$ cat src/rtl/hazard_scoreboard.sv
// RAW hazard unit for the in-order pipeline: one countdown counter per architectural
// register. ID is stalled while any source it reads still has a nonzero count.

module hazard_scoreboard_cnt #(
  parameter int CW = 2
) (
  input  logic          clk,
  input  logic          rst,
  input  logic          ld,
  input  logic [CW-1:0] ld_val,
  output logic          busy
);
  logic [CW-1:0] cnt;

  // A new writer's load wins over the decrement in the same cycle.
  always_ff @(posedge clk) begin
    if (rst)             cnt <= '0;
    else if (ld)         cnt <= ld_val;
    else if (cnt != '0)  cnt <= cnt - 1'b1;
  end

  assign busy = (cnt != '0);
endmodule

module hazard_scoreboard #(
  parameter int NUM_REGS = 8,
  parameter int REG_W    = 3,
  parameter int WB_LAT   = 3,
  parameter int LOAD_LAT = 1,
  parameter int FWD_EN   = 0,
  parameter int CNT_W    = 16
) (
  input  logic             clk,
  input  logic             rst,
  input  logic             id_valid,
  input  logic [REG_W-1:0] id_rs1,
  input  logic             id_rs1_used,
  input  logic [REG_W-1:0] id_rs2,
  input  logic             id_rs2_used,
  input  logic [REG_W-1:0] id_rd,
  input  logic             id_rd_we,
  input  logic             id_is_load,
  input  logic             flush,
  output logic             stall,
  output logic             pc_write_en,
  output logic             ifid_write_en,
  output logic             idex_bubble,
  output logic [CNT_W-1:0] stall_count
);
  localparam int CW = $clog2(WB_LAT + 1);
  localparam logic [CW-1:0] WB_V   = CW'(WB_LAT);
  localparam logic [CW-1:0] LOAD_V = CW'(LOAD_LAT);

  logic [NUM_REGS-1:0] busy;
  logic [CW-1:0]       ld_val;
  logic                hazard;
  logic                issue;

  // Hazard uses pre-issue state, so an instruction never stalls on its own rd.
  assign hazard = (id_rs1_used & busy[id_rs1]) | (id_rs2_used & busy[id_rs2]);
  assign stall  = id_valid & hazard & ~flush;
  assign issue  = id_valid & ~stall & ~flush;

  assign pc_write_en   = ~stall;
  assign ifid_write_en = ~stall;
  assign idex_bubble   = stall | flush;

  // With forwarding only loads leave a pending window; ALU writers clear the entry.
  assign ld_val = (FWD_EN != 0) ? (id_is_load ? LOAD_V : '0) : WB_V;

  for (genvar r = 0; r < NUM_REGS; r++) begin : g_reg
    hazard_scoreboard_cnt #(.CW(CW)) u_cnt (
      .clk    (clk),
      .rst    (rst),
      .ld     (issue & id_rd_we & (id_rd == REG_W'(r))),
      .ld_val (ld_val),
      .busy   (busy[r])
    );
  end

  always_ff @(posedge clk) begin
    if (rst)                           stall_count <= '0;
    else if (stall && stall_count != '1) stall_count <= stall_count + 1'b1;
  end
endmodule

$ cat config.mk
export PLATFORM = sky130hd
export DESIGN_NAME = hazard_scoreboard
export DESIGN_NICKNAME = d
export VERILOG_FILES = /design/src/rtl/hazard_scoreboard.sv
export SDC_FILE = /design/constraint.sdc
export NUM_CORES = 1
export LEC_CHECK = 0
export ABC_AREA = 1
export CAP_MARGIN = 0
export CORE_UTILIZATION = 50
export CTS_CLUSTER_DIAMETER = 150
export DETAILED_ROUTE_END_ITERATION = 10
export PLACE_DENSITY_LB_ADDON = 0.15
export SETUP_SLACK_MARGIN = 0.1
export SLEW_MARGIN = 20
export SYNTH_ARGS = -nofsm -noshare
export SYNTH_HDL_FRONTEND = slang
export SYNTH_HIERARCHICAL = 1
export SYNTH_SLANG_ARGS = --single-unit
$ cat constraint.sdc
create_clock -name clk -period 4.3 [get_ports clk]
set_input_delay 0.86 -clock clk [delete_from_list [all_inputs] [get_ports clk]]
set_output_delay 0.86 -clock clk [all_outputs]
set_load 0.01 [all_outputs]
### Word-level counts from Yosys, hierarchy flattened

Index checks and enable logic that the tools add are counted.

| word-level totals | value |
|---|---|
| register bits after elaboration | 32 |
| latch bits | 0 |
| RAM bits | 0 |
| memory bits (read-only) | 0 |
| input port bits | 17 |
| output and inout port bits | 20 |
| word-level logic and storage cells | 85 |
| memories kept | 0 |

| cells by class | value |
|---|---|
| $add $sub $neg | 9 |
| $mul | 0 |
| divide/modulo/power cells | 0 |
| $lt $le $gt $ge | 2 |
| equal/unequal tests | 8 |
| shift-type cells | 0 |
| multiplexer cells | 20 |
| bitwise logic cells | 19 |
| reduce and logical (&&, ||, !) cells | 18 |

Operator list:

| cell | number |
|---|---|
| 2-to-1 mux 2 bit | 16 |
| nonzero test 2 bit | 16 |
| adder 16 x 1 -> 16 bit (second input constant) | 1 |
| inequality test 16 bit (second input constant) | 1 |
| subtractor 2 x 1 -> 2 bit (second input constant) | 8 |
| AND 1 bit | 15 |
| equality test 3 bit (second input constant) | 4 |
| less-than comparator 3 x 4 -> 1 bit (second input constant) | 2 |
| binary-select mux 1 bit (select 3 bit) | 2 |
| equality test 3 x 2 -> 1 bit (second input constant) | 2 |
| equality test 3 x 1 -> 1 bit (second input constant) | 1 |
| zero test 3 bit | 1 |
| 2-to-1 mux 1 bit | 2 |
| NOT 1 bit | 2 |
| bitwise OR 1 bit | 2 |
| logical AND 1 bit | 1 |

### Depth between registers and ports, before layout

Gate-level depths: netlist of the first run.

| logic depth | value |
|---|---|
| depth in word-level cells | 13 |
| mapped depth | 17 |
| mapped depth without buffers | 17 |

### Cells and area by module

The synthesis of the first run kept the hierarchy.

By module, submodules not included:

| module | instances | cells an instance | area an instance (µm²) | seq. area each (µm²) |
|---|---|---|---|---|
| hazard_scoreboard | 1 | 234 | 1342.5 | 320.3 |
| hazard_scoreboard_cnt | 8 | 22 | 131.4 | 40.0 |

### Worst setup path after synthesis of the first run

No wires, ideal clock.

| timing path | value |
|---|---|
| path kind | input to output |
| start point | in id_rs2[0] |
| end point | out pc_write_en |
| arrival time | 1646 ps |
| required time | 3440 ps |
| setup slack | 1794 ps |
| stages | 9 |
| buffers on the path | 2 |
| path through | inv_2 -> nand2_1 -> nand3_2 -> nand3_2 -> nand3_2 -> nand2_4 -> nand3_4 -> buf_6 -> buf_4 |

| between the ends | value |
|---|---|
| word-level cells in the longest chain between the ends | 7 |

RTL lines:

| item | line | text |
|---|---|---|
| start, declared | 38 | `input logic [REG_W-1:0] id_rs2,` |
| binary-select mux 1 bit (select 3 bit) | 60 | `assign hazard = (id_rs1_used & busy[id_rs1]) \| (id_rs2_used & busy[id_rs2]);` |
| 2-to-1 mux 1 bit (implied by the code) | 60 |  |
| AND 1 bit | 60 |  |
| bitwise OR 1 bit | 60 |  |
| AND 1 bit (2 in a row) | 61 | `assign stall = id_valid & hazard & ~flush;` |
| NOT 1 bit | n/a |  |
| end, declared | 45 | `output logic pc_write_en,` |

No other way between the ends. The select of a mux whose other input is x is not followed.

### Worst setup path in the final report of the first run

| timing path | value |
|---|---|
| start point | in id_rs1[0] |
| end point | out stall |

| between the ends | value |
|---|---|
| word-level cells in the longest chain between the ends | 6 |

RTL lines:

| item | line | text |
|---|---|---|
| start, declared | 36 | `input logic [REG_W-1:0] id_rs1,` |
| binary-select mux 1 bit (select 3 bit) | 60 |  |
| 2-to-1 mux 1 bit (implied by the code) | 60 |  |
| AND 1 bit | 60 |  |
| bitwise OR 1 bit | 60 |  |
| AND 1 bit (2 in a row) | 61 |  |
| end, declared | 44 | `output logic stall,` |

No other way between the ends. The select of a mux whose other input is x is not followed.

==> results.yml, run 1 <==
timing:
  fin_setup_tns_ps: 0
  grt_setup_unrepaired: "false"
  final-max-slew-violation-count: 0
  setup_viol: 0
  finalCritPeriodShare_pct: 85.1
  fin_skew_ps: 7.06
  hold_viol: 0
  clock.fmax_mhz: 273
  post-route-min-period_ps: 3660
finish:
  multi_input_area_sq_um: 1350
  fill_cells: 422
  stdcell_count: 515
  regArea_sq_um: 641
  nets: 488
  final_cell_mix: "nand2_1 (109), inv_1 (103), nand3_1 (51)"
  drive_gt1_share_pct: 9.72
  diodes: 0
  layout_commonest_cell: "nand2_1"
  syn2layout_area_growth_pct: 23.7
routing:
  avgViaCountPerCell: 4.64
  dr.pass1.iters: 8
  vias: 2391
  drc_errors: 3
  wire_per_inst_um: 9.26
  wl_um: 4770
  antenna_left: 0
  drt_iter0_drc: 95
synthesis:
  synthCells: 410
  synth.area.top_cells: "dfxtp_1 (27%), nand2_1 (17%), inv_1 (16%)"
  synth.top_cell.area_share_pct: 26.8
  yosysSeqAreaShare_pct: 26.8
  synth.avg_cell_area_sq_um: 5.84
  ys_types: 26
  synth_area_sq_um: 2390
  yosys_warnings: 6
  ys_ff_latch: 32
  synth_area_leader_cell: "dfxtp_1"
min_path:
  hold_end: "stall_count[15]$_SDFFE_PP0P_"
  hp-start: "stall_count[15]$_SDFFE_PP0P_"
  hp-class: "flip-flop to flip-flop"
  hold-path-cell-count: 2
power_and_ir_drop:
  ir_drop_mv: 0.201
  pwr_density_cell_nw_per_um2: 382
  p_leak_nw: 1.54
worst_setup_path:
  required_ps: 3440
  r2r_end: "g_reg[0].u_cnt/cnt[1]$_SDFFE_PP0P_"
  end_kind: "output port"
  cp_slowest_cell: "clkdlybuf4s50_1"
  r2r_cells: 17
  r2r_slack_ps: 1830
  worst-path-buf-inv: 4
  path_cells: "clkdlybuf4s50_1, inv_2, nand2_1, nand3_1, nand3_1, nand3_2, nand2_4, nand3_4, inv_1, clkdlybuf4s50_1"
  path_delay_family: "buffers and inverters"
  timing.rr.start: "g_reg[7].u_cnt/cnt[0]$_SDFFE_PP0P_"
  cp-start-kind: "input port"
  worstSetupPathType: "input port to output port"
  crit_arrival_ps: 2800
  path_max_fanout: 12
  slowest_delay_ps: 570
global_route:
  grt_pass1_wl_um: 8580
  antenna_found_initial: 0
  grt_pass1_vias: 2166
  grt_usage_pct: 21.0
  grt-ovfl-total: 0
  grt_max_degree: 17
clock_tree:
  numClockSinks: 32
  clock_latency_ps: 290
  ctsRootBufferMaster: "clkbuf_8"
  cts_resized: 0
  cts_buffers: 5
  htreeDepth: 2
  post_cts.repair.setup_buffers: 0
  cts_buffer_depth: 2
  cts-hold-fix-buffers: 0
  cts_tree: "built"
  path_clk_slew_ps: 70
outcome:
  status: "complete, but fails checks"
  violations: "design-rule violations"
flow_run:
  drv_cap: 0
placement:
  gp_congestion: 0.827
  port_buffers: 35
  hpwlAfterDp_um: 3720
  dp.cells: 507
floorplanning:
  ios: 37
  fp.coreArea_sq_um: 4470
  fp.dieW_um: 71.2
  die_h_um: 71.2
  die-area_sq_um: 5070
  start_util_pct: 53.5
  row_count: 24
==> sequential cells by signal, indices dropped and copies added (netlist names) <==
register	flops
stall_count	16
g.u_cnt/cnt	16
==> worst max-delay path by stage <==
stage,start,endpoint,slack [ps],cells past startpoint
after floorplan,id_rs2[0],pc_write_en,1790,9
after global placement,id_rs1[0],stall,670,10
after CTS,id_rs1[0],stall,650,10
after global routing,id_rs1[0],stall,500,10
final,id_rs1[0],stall,640,10
after detailed placement,id_rs1[0],stall,650,10
==> tightest hold or removal path, delay by kind of cell, from the launching register on <==
kind / cells / cell delay, ps
DFF: 1 / 330
and+or+nand+nor: 2 / 150
==> metal layers <==
| layer | global-route usage [%] | routed length [um] | share of wire [%] |
|---|---|---|---|
| met1 | 24.8 | 2260 | 47 |
| met2 | 36.6 | 2210 | 46 |
| met3 | 4.13 | 203 | 4.3 |
| met4 | 9.33 | 101 | 2.1 |
| met5 | 0 | 0 | 0 |
==> logic make-up (layout without fill, tap and decap cells) <==
family	Yosys count	after routing	synth area share (%)
adder cells (fa/ha/maj)	9	9	4.70
buffers and inverters	119	157	19.1
AND/OR/NAND/NOR	235	235	45.1
AO/OA/AOI/OAI	14	14	4.13
other	1	16	0.157
flip-flops	32	32	26.8
==> power breakdown <==
part	internal [mW]	total [mW]	switching (mW)
clock network	0.205	0.322	0.117
registers	0.343	0.367	0.0234
logic	0.182	0.444	0.262
total	0.730	1.13	0.403
==> synthesized netlist by cell type, drive strengths merged <==
cell / instances
a21oi: 1
conb: 1
dfxtp: 32
inv: 114
o21bai: 3
buf: 5
nor2: 54
ha: 9
nand4: 12
o21ai: 9
nand3: 56
o211ai: 1
or2: 1
nand2: 111
nand3b: 1
==> final cells by class <==
cell class	count	share of cell area, %
Clock inverter	1	1.01
Tap cell	52	2.20
Inverter	114	14.4
Clock buffer	7	3.25
Timing Repair Buffer	35	11.8
Multi-Input combinational cell	274	45.6
Sequential cell	32	21.6
==> through the flow <==
stage	setup WS [ps]	hold WS (ps)	area, sq um	total power, mW	util, %
finish	642	521	2960	1.13	66.2
CTS	649	523	2960	1.14	66.2
global placement	674	499	2840	0.800	63.4
global route	498	560	2960	1.24	66.2
floorplan	1790	530	2450	0.720	-
detailed placement	651	514	2840	0.820	63.4
Power figures use the tool's default switching activity.
==> inputs of run 2 (changes only) <==
- CELL_PAD_IN_SITES_DETAIL_PLACEMENT: not set -> 1
- CELL_PAD_IN_SITES_GLOBAL_PLACEMENT: not set -> 1
- CORE_UTILIZATION: 50 -> 40
==> results.yml, run 2 (synthesis gave the netlist of run 1 again) <==
outcome:
  status: "finished, final reports clean"
floorplanning:
  start_util_pct: 42.4
  row_count: 27
  die_h_um: 79.4
  ios: 37
  fp.dieW_um: 79.4
  fp.coreArea_sq_um: 5640
  die-area_sq_um: 6300
worst_setup_path:
  r2r_end: "g_reg[0].u_cnt/cnt[1]$_SDFFE_PP0P_"
  r2r_cells: 17
  cp_slowest_cell: "clkdlybuf4s50_1"
  end_kind: "output port"
  required_ps: 3440
  path_delay_family: "buffers and inverters"
  path_cells: "clkdlybuf4s50_1, inv_2, nand2_1, nand3_1, nand3_1, nand3_2, nand2_4, nand3_4, inv_1, clkdlybuf4s50_1"
  crit_arrival_ps: 2820
  slowest_delay_ps: 560
  worstSetupPathType: "input port to output port"
  cp-start-kind: "input port"
  timing.rr.start: "g_reg[7].u_cnt/cnt[0]$_SDFFE_PP0P_"
  worst-path-buf-inv: 4
  r2r_slack_ps: 1850
  path_max_fanout: 12
global_route:
  grt_max_degree: 17
  grt_pass1_wl_um: 10500
  grt_usage_pct: 20.9
  grt-ovfl-total: 0
  antenna_found_initial: 0
  grt_pass1_vias: 2567
timing:
  finalCritPeriodShare_pct: 85.5
  fin_ws_ps: 625
  setup_viol: 0
  fin_skew_ps: 8.70
  final-max-slew-violation-count: 0
  tightest_slew_ps: 513
  grt_setup_unrepaired: "false"
  maxSlewHeadroom_pct: 65.8
  fin_setup_tns_ps: 0
  timing.hold.ws_ps: 549
  hold_viol: 0
  post-route-min-period_ps: 3680
  clock.fmax_mhz: 272
routing:
  dr.pass1.iters: 4
  vias: 2539
  drt_iter0_drc: 36
  wl_um: 6010
  antenna_left: 0
  drc_errors: 0
  wire_per_inst_um: 11.2
  avgViaCountPerCell: 4.75
clock_tree:
  cts-hold-fix-buffers: 0
  ctsRootBufferMaster: "clkbuf_8"
  clock_latency_ps: 280
  path_clk_slew_ps: 60
  htreeDepth: 2
  cts_buffers: 5
  post_cts.repair.setup_buffers: 0
  numClockSinks: 32
  cts_buffer_depth: 2
  cts_tree: "built"
  cts_resized: 0
min_path:
  hp-start: "stall_count[15]$_SDFFE_PP0P_"
  hold_end: "stall_count[15]$_SDFFE_PP0P_"
  hp-class: "flip-flop to flip-flop"
  hold-path-cell-count: 2
power_and_ir_drop:
  ir_drop_mv: 0.156
  pwr_density_cell_nw_per_um2: 354
  p_leak_nw: 1.52
finish:
  final_cell_mix: "nand2_1 (109), inv_1 (103), nand3_1 (51)"
  diodes: 0
  fill_cells: 828
  fin_area_sq_um: 2950
  syn2layout_area_growth_pct: 23.1
  layout_commonest_cell: "nand2_1"
  nets: 489
  drive_gt1_share_pct: 9.50
  biggestRegsByFlops: "g.u_cnt/cnt x16, stall_count x16"
flow_run:
  drv_cap: 0
placement:
  gp_congestion: 0.781
  place_area_sq_um: 2870
  preCtsSetupSlack_ps: 629
  hpwlAfterDp_um: 4940
  port_buffers: 35
[run 2: metal layers]
| metal | GRT usage, % | share of wire [%] |
|---|---|---|
| met5 | 0 | 0 |
| met4 | 4.91 | 0.85 |
| met3 | 3.45 | 3.0 |
| met2 | 40.4 | 51 |
| met1 | 23.4 | 45 |
[run 2: worst max path at each step]
stage               from           to  slack, ps  cells after the start
2_1_floorplan  id_rs2[0]  pc_write_en       1790                      9
3_3_place_gp   id_rs2[0]        stall        630                     10
3_5_place_dp   id_rs1[0]        stall        630                     10
4_1_cts        id_rs1[0]        stall        620                     10
5_1_grt        id_rs2[0]        stall        460                     10
6_report       id_rs1[0]        stall        620                     10
[run 2: layout make-up]
type / instances / area, sq um / share of cell area (%)
repair buffers: 36 / 358 / 12.1
clock buffers: 6 / 72.6 / 2.46
well taps: 72 / 90.1 / 3.06
clock inverters: 1 / 5.00 / 0.170
inverters: 114 / 428 / 14.5
flip-flops and latches: 32 / 641 / 21.8
multi-input cells: 274 / 1350 / 45.9
[run 2: worst register-to-register path: stages, from the launching register on]
cell and delay (ps):
dfxtp_1 320, inv_1 70, ha_1 230, inv_1 70
inv_1 70, nand2_1 50, nand3_1 100, nand3_1 100
nand3_2 100, nand2_4 100, nand2_1 100, nand4_1 280
nor2_1 430, inv_2 80, nand3_1 80, nand3_1 70
nand2_1 60, inv_1 40
[run 2: per-stage QoR]
step           util [%]  std cells  power (mW)
2_1_floorplan         -        425       0.720
3_3_place_gp       50.8        528       0.812
3_5_place_dp       50.8        528       0.841
4_1_cts            52.2        535        1.07
5_1_grt            52.2        535        1.15
6_report           52.2        535        1.04
[run 2: power breakdown]
part | switching, mW | internal, mW | total, mW
registers | 0.0256 | 0.344 | 0.369
logic | 0.272 | 0.183 | 0.456
clock network | 0.108 | 0.110 | 0.218
total | 0.406 | 0.637 | 1.04
==> inputs of run 3 (changes only) <==
- MAX_ROUTING_LAYER: not set -> met4
==> results.yml, run 3 (synthesis gave the netlist of run 1 again) <==
outcome:
  status: "finished, final reports clean"
timing:
  clock.fmax_mhz: 272
  timing.hold.ws_ps: 549
  post-route-min-period_ps: 3670
  maxSlewHeadroom_pct: 65.7
  final-max-slew-violation-count: 0
  fin_setup_tns_ps: 0
  setup_viol: 0
  grt_setup_unrepaired: "false"
  fin_skew_ps: 8.70
  hold_viol: 0
  finalCritPeriodShare_pct: 85.5
  tightest_slew_ps: 515
worst_setup_path:
  cp-start-kind: "input port"
  end_kind: "output port"
  crit_arrival_ps: 2810
  required_ps: 3440
  worstSetupPathType: "input port to output port"
  path_max_fanout: 12
finish:
  drive_gt1_share_pct: 9.50
  stdcell_count: 535
  fin_area_sq_um: 2950
  layout_commonest_cell: "nand2_1"
  regArea_sq_um: 641
  fill_cells: 828
  diodes: 0
  multi_input_area_sq_um: 1350
  syn2layout_area_growth_pct: 23.1
  biggestRegsByFlops: "g.u_cnt/cnt x16, stall_count x16"
  nets: 489
  final_cell_mix: "nand2_1 (109), inv_1 (103), nand3_1 (51)"
routing:
  drc_errors: 0
  wl_um: 6020
  wire_per_inst_um: 11.3
  drt_iter0_drc: 59
  dr.pass1.iters: 4
  vias: 2537
  avgViaCountPerCell: 4.74
  antenna_left: 0
floorplanning:
  fp.dieW_um: 79.4
  die-area_sq_um: 6300
  start_util_pct: 42.4
  ios: 37
  row_count: 27
  fp.coreArea_sq_um: 5640
  die_h_um: 79.4
placement:
  hpwlAfterDp_um: 4940
  dp.cells: 528
  port_buffers: 35
  gp_congestion: 0.792
  place_area_sq_um: 2870
clock_tree:
  cts-hold-fix-buffers: 0
  path_clk_slew_ps: 60
  ctsRootBufferMaster: "clkbuf_8"
  cts_tree: "built"
  cts_buffer_depth: 2
  numClockSinks: 32
  htreeDepth: 2
  post_cts.repair.setup_buffers: 0
  clock_latency_ps: 280
  cts_resized: 0
  cts_buffers: 5
min_path:
  hp-class: "flip-flop to flip-flop"
power_and_ir_drop:
  ir_drop_mv: 0.156
  pwr_density_cell_nw_per_um2: 354
  power_mw: 1.04
  p_leak_nw: 1.52
global_route:
  grt-ovfl-total: 0
  grt_pass1_vias: 2563
  grt_pass1_wl_um: 10500
  antenna_found_initial: 0
  grt_usage_pct: 21.5
  grt_max_degree: 17
flow_run:
  drv_cap: 0
run 3: worst max-delay path, cell delays in order:
cell	delay, ps
clkdlybuf4s50_1	560
inv_2	80
nand2_1	60
nand3_1	80
nand3_1	110
nand3_2	100
nand2_4	140
nand3_4	190
inv_1	100
clkdlybuf4s50_1	530
run 3: layer usage:
metal / wire length (um) / share of wire (%) / track usage, %
met1: 2730 / 45 / 23.6
met2: 3050 / 51 / 40.4
met3: 194 / 3.2 / 3.45
met4: 51 / 0.85 / 4.91
met5: 0 / 0 / -
run 3: cell type report:
type,instances,share of cell area [%]
repair buffers,36,12.1
flip-flops and latches,32,21.8
well taps,72,3.06
clock buffers,6,2.46
multi-input cells,274,45.9
inverters,114,14.5
clock inverters,1,0.170
run 3: path summary, 6_finish.rpt:
path	cells after the start	to	slack (ps)	start
worst max register to register	17	g_reg[0].u_cnt/cnt[1]$_SDFFE_PP0P_	1850	g_reg[7].u_cnt/cnt[0]$_SDFFE_PP0P_
worst max-delay path	10	stall	630	id_rs1[0]
worst min-delay path	2	stall_count[15]$_SDFFE_PP0P_	550	stall_count[15]$_SDFFE_PP0P_
worst min register to register	2	stall_count[15]$_SDFFE_PP0P_	550	stall_count[15]$_SDFFE_PP0P_
run 3: report_power, final:
group / leakage, nW / switching [mW] / internal [mW]
registers: 0.261 / 0.0257 / 0.344
clock network: 0.0410 / 0.108 / 0.110
logic: 1.22 / 0.273 / 0.183
run 3: through the flow:
stage / setup WS, ps / util, %
2_1_floorplan: 1790 / -
3_3_place_gp: 632 / 50.8
3_5_place_dp: 629 / 50.8
4_1_cts: 619 / 52.2
5_1_grt: 457 / 52.2
6_report: 625 / 52.2
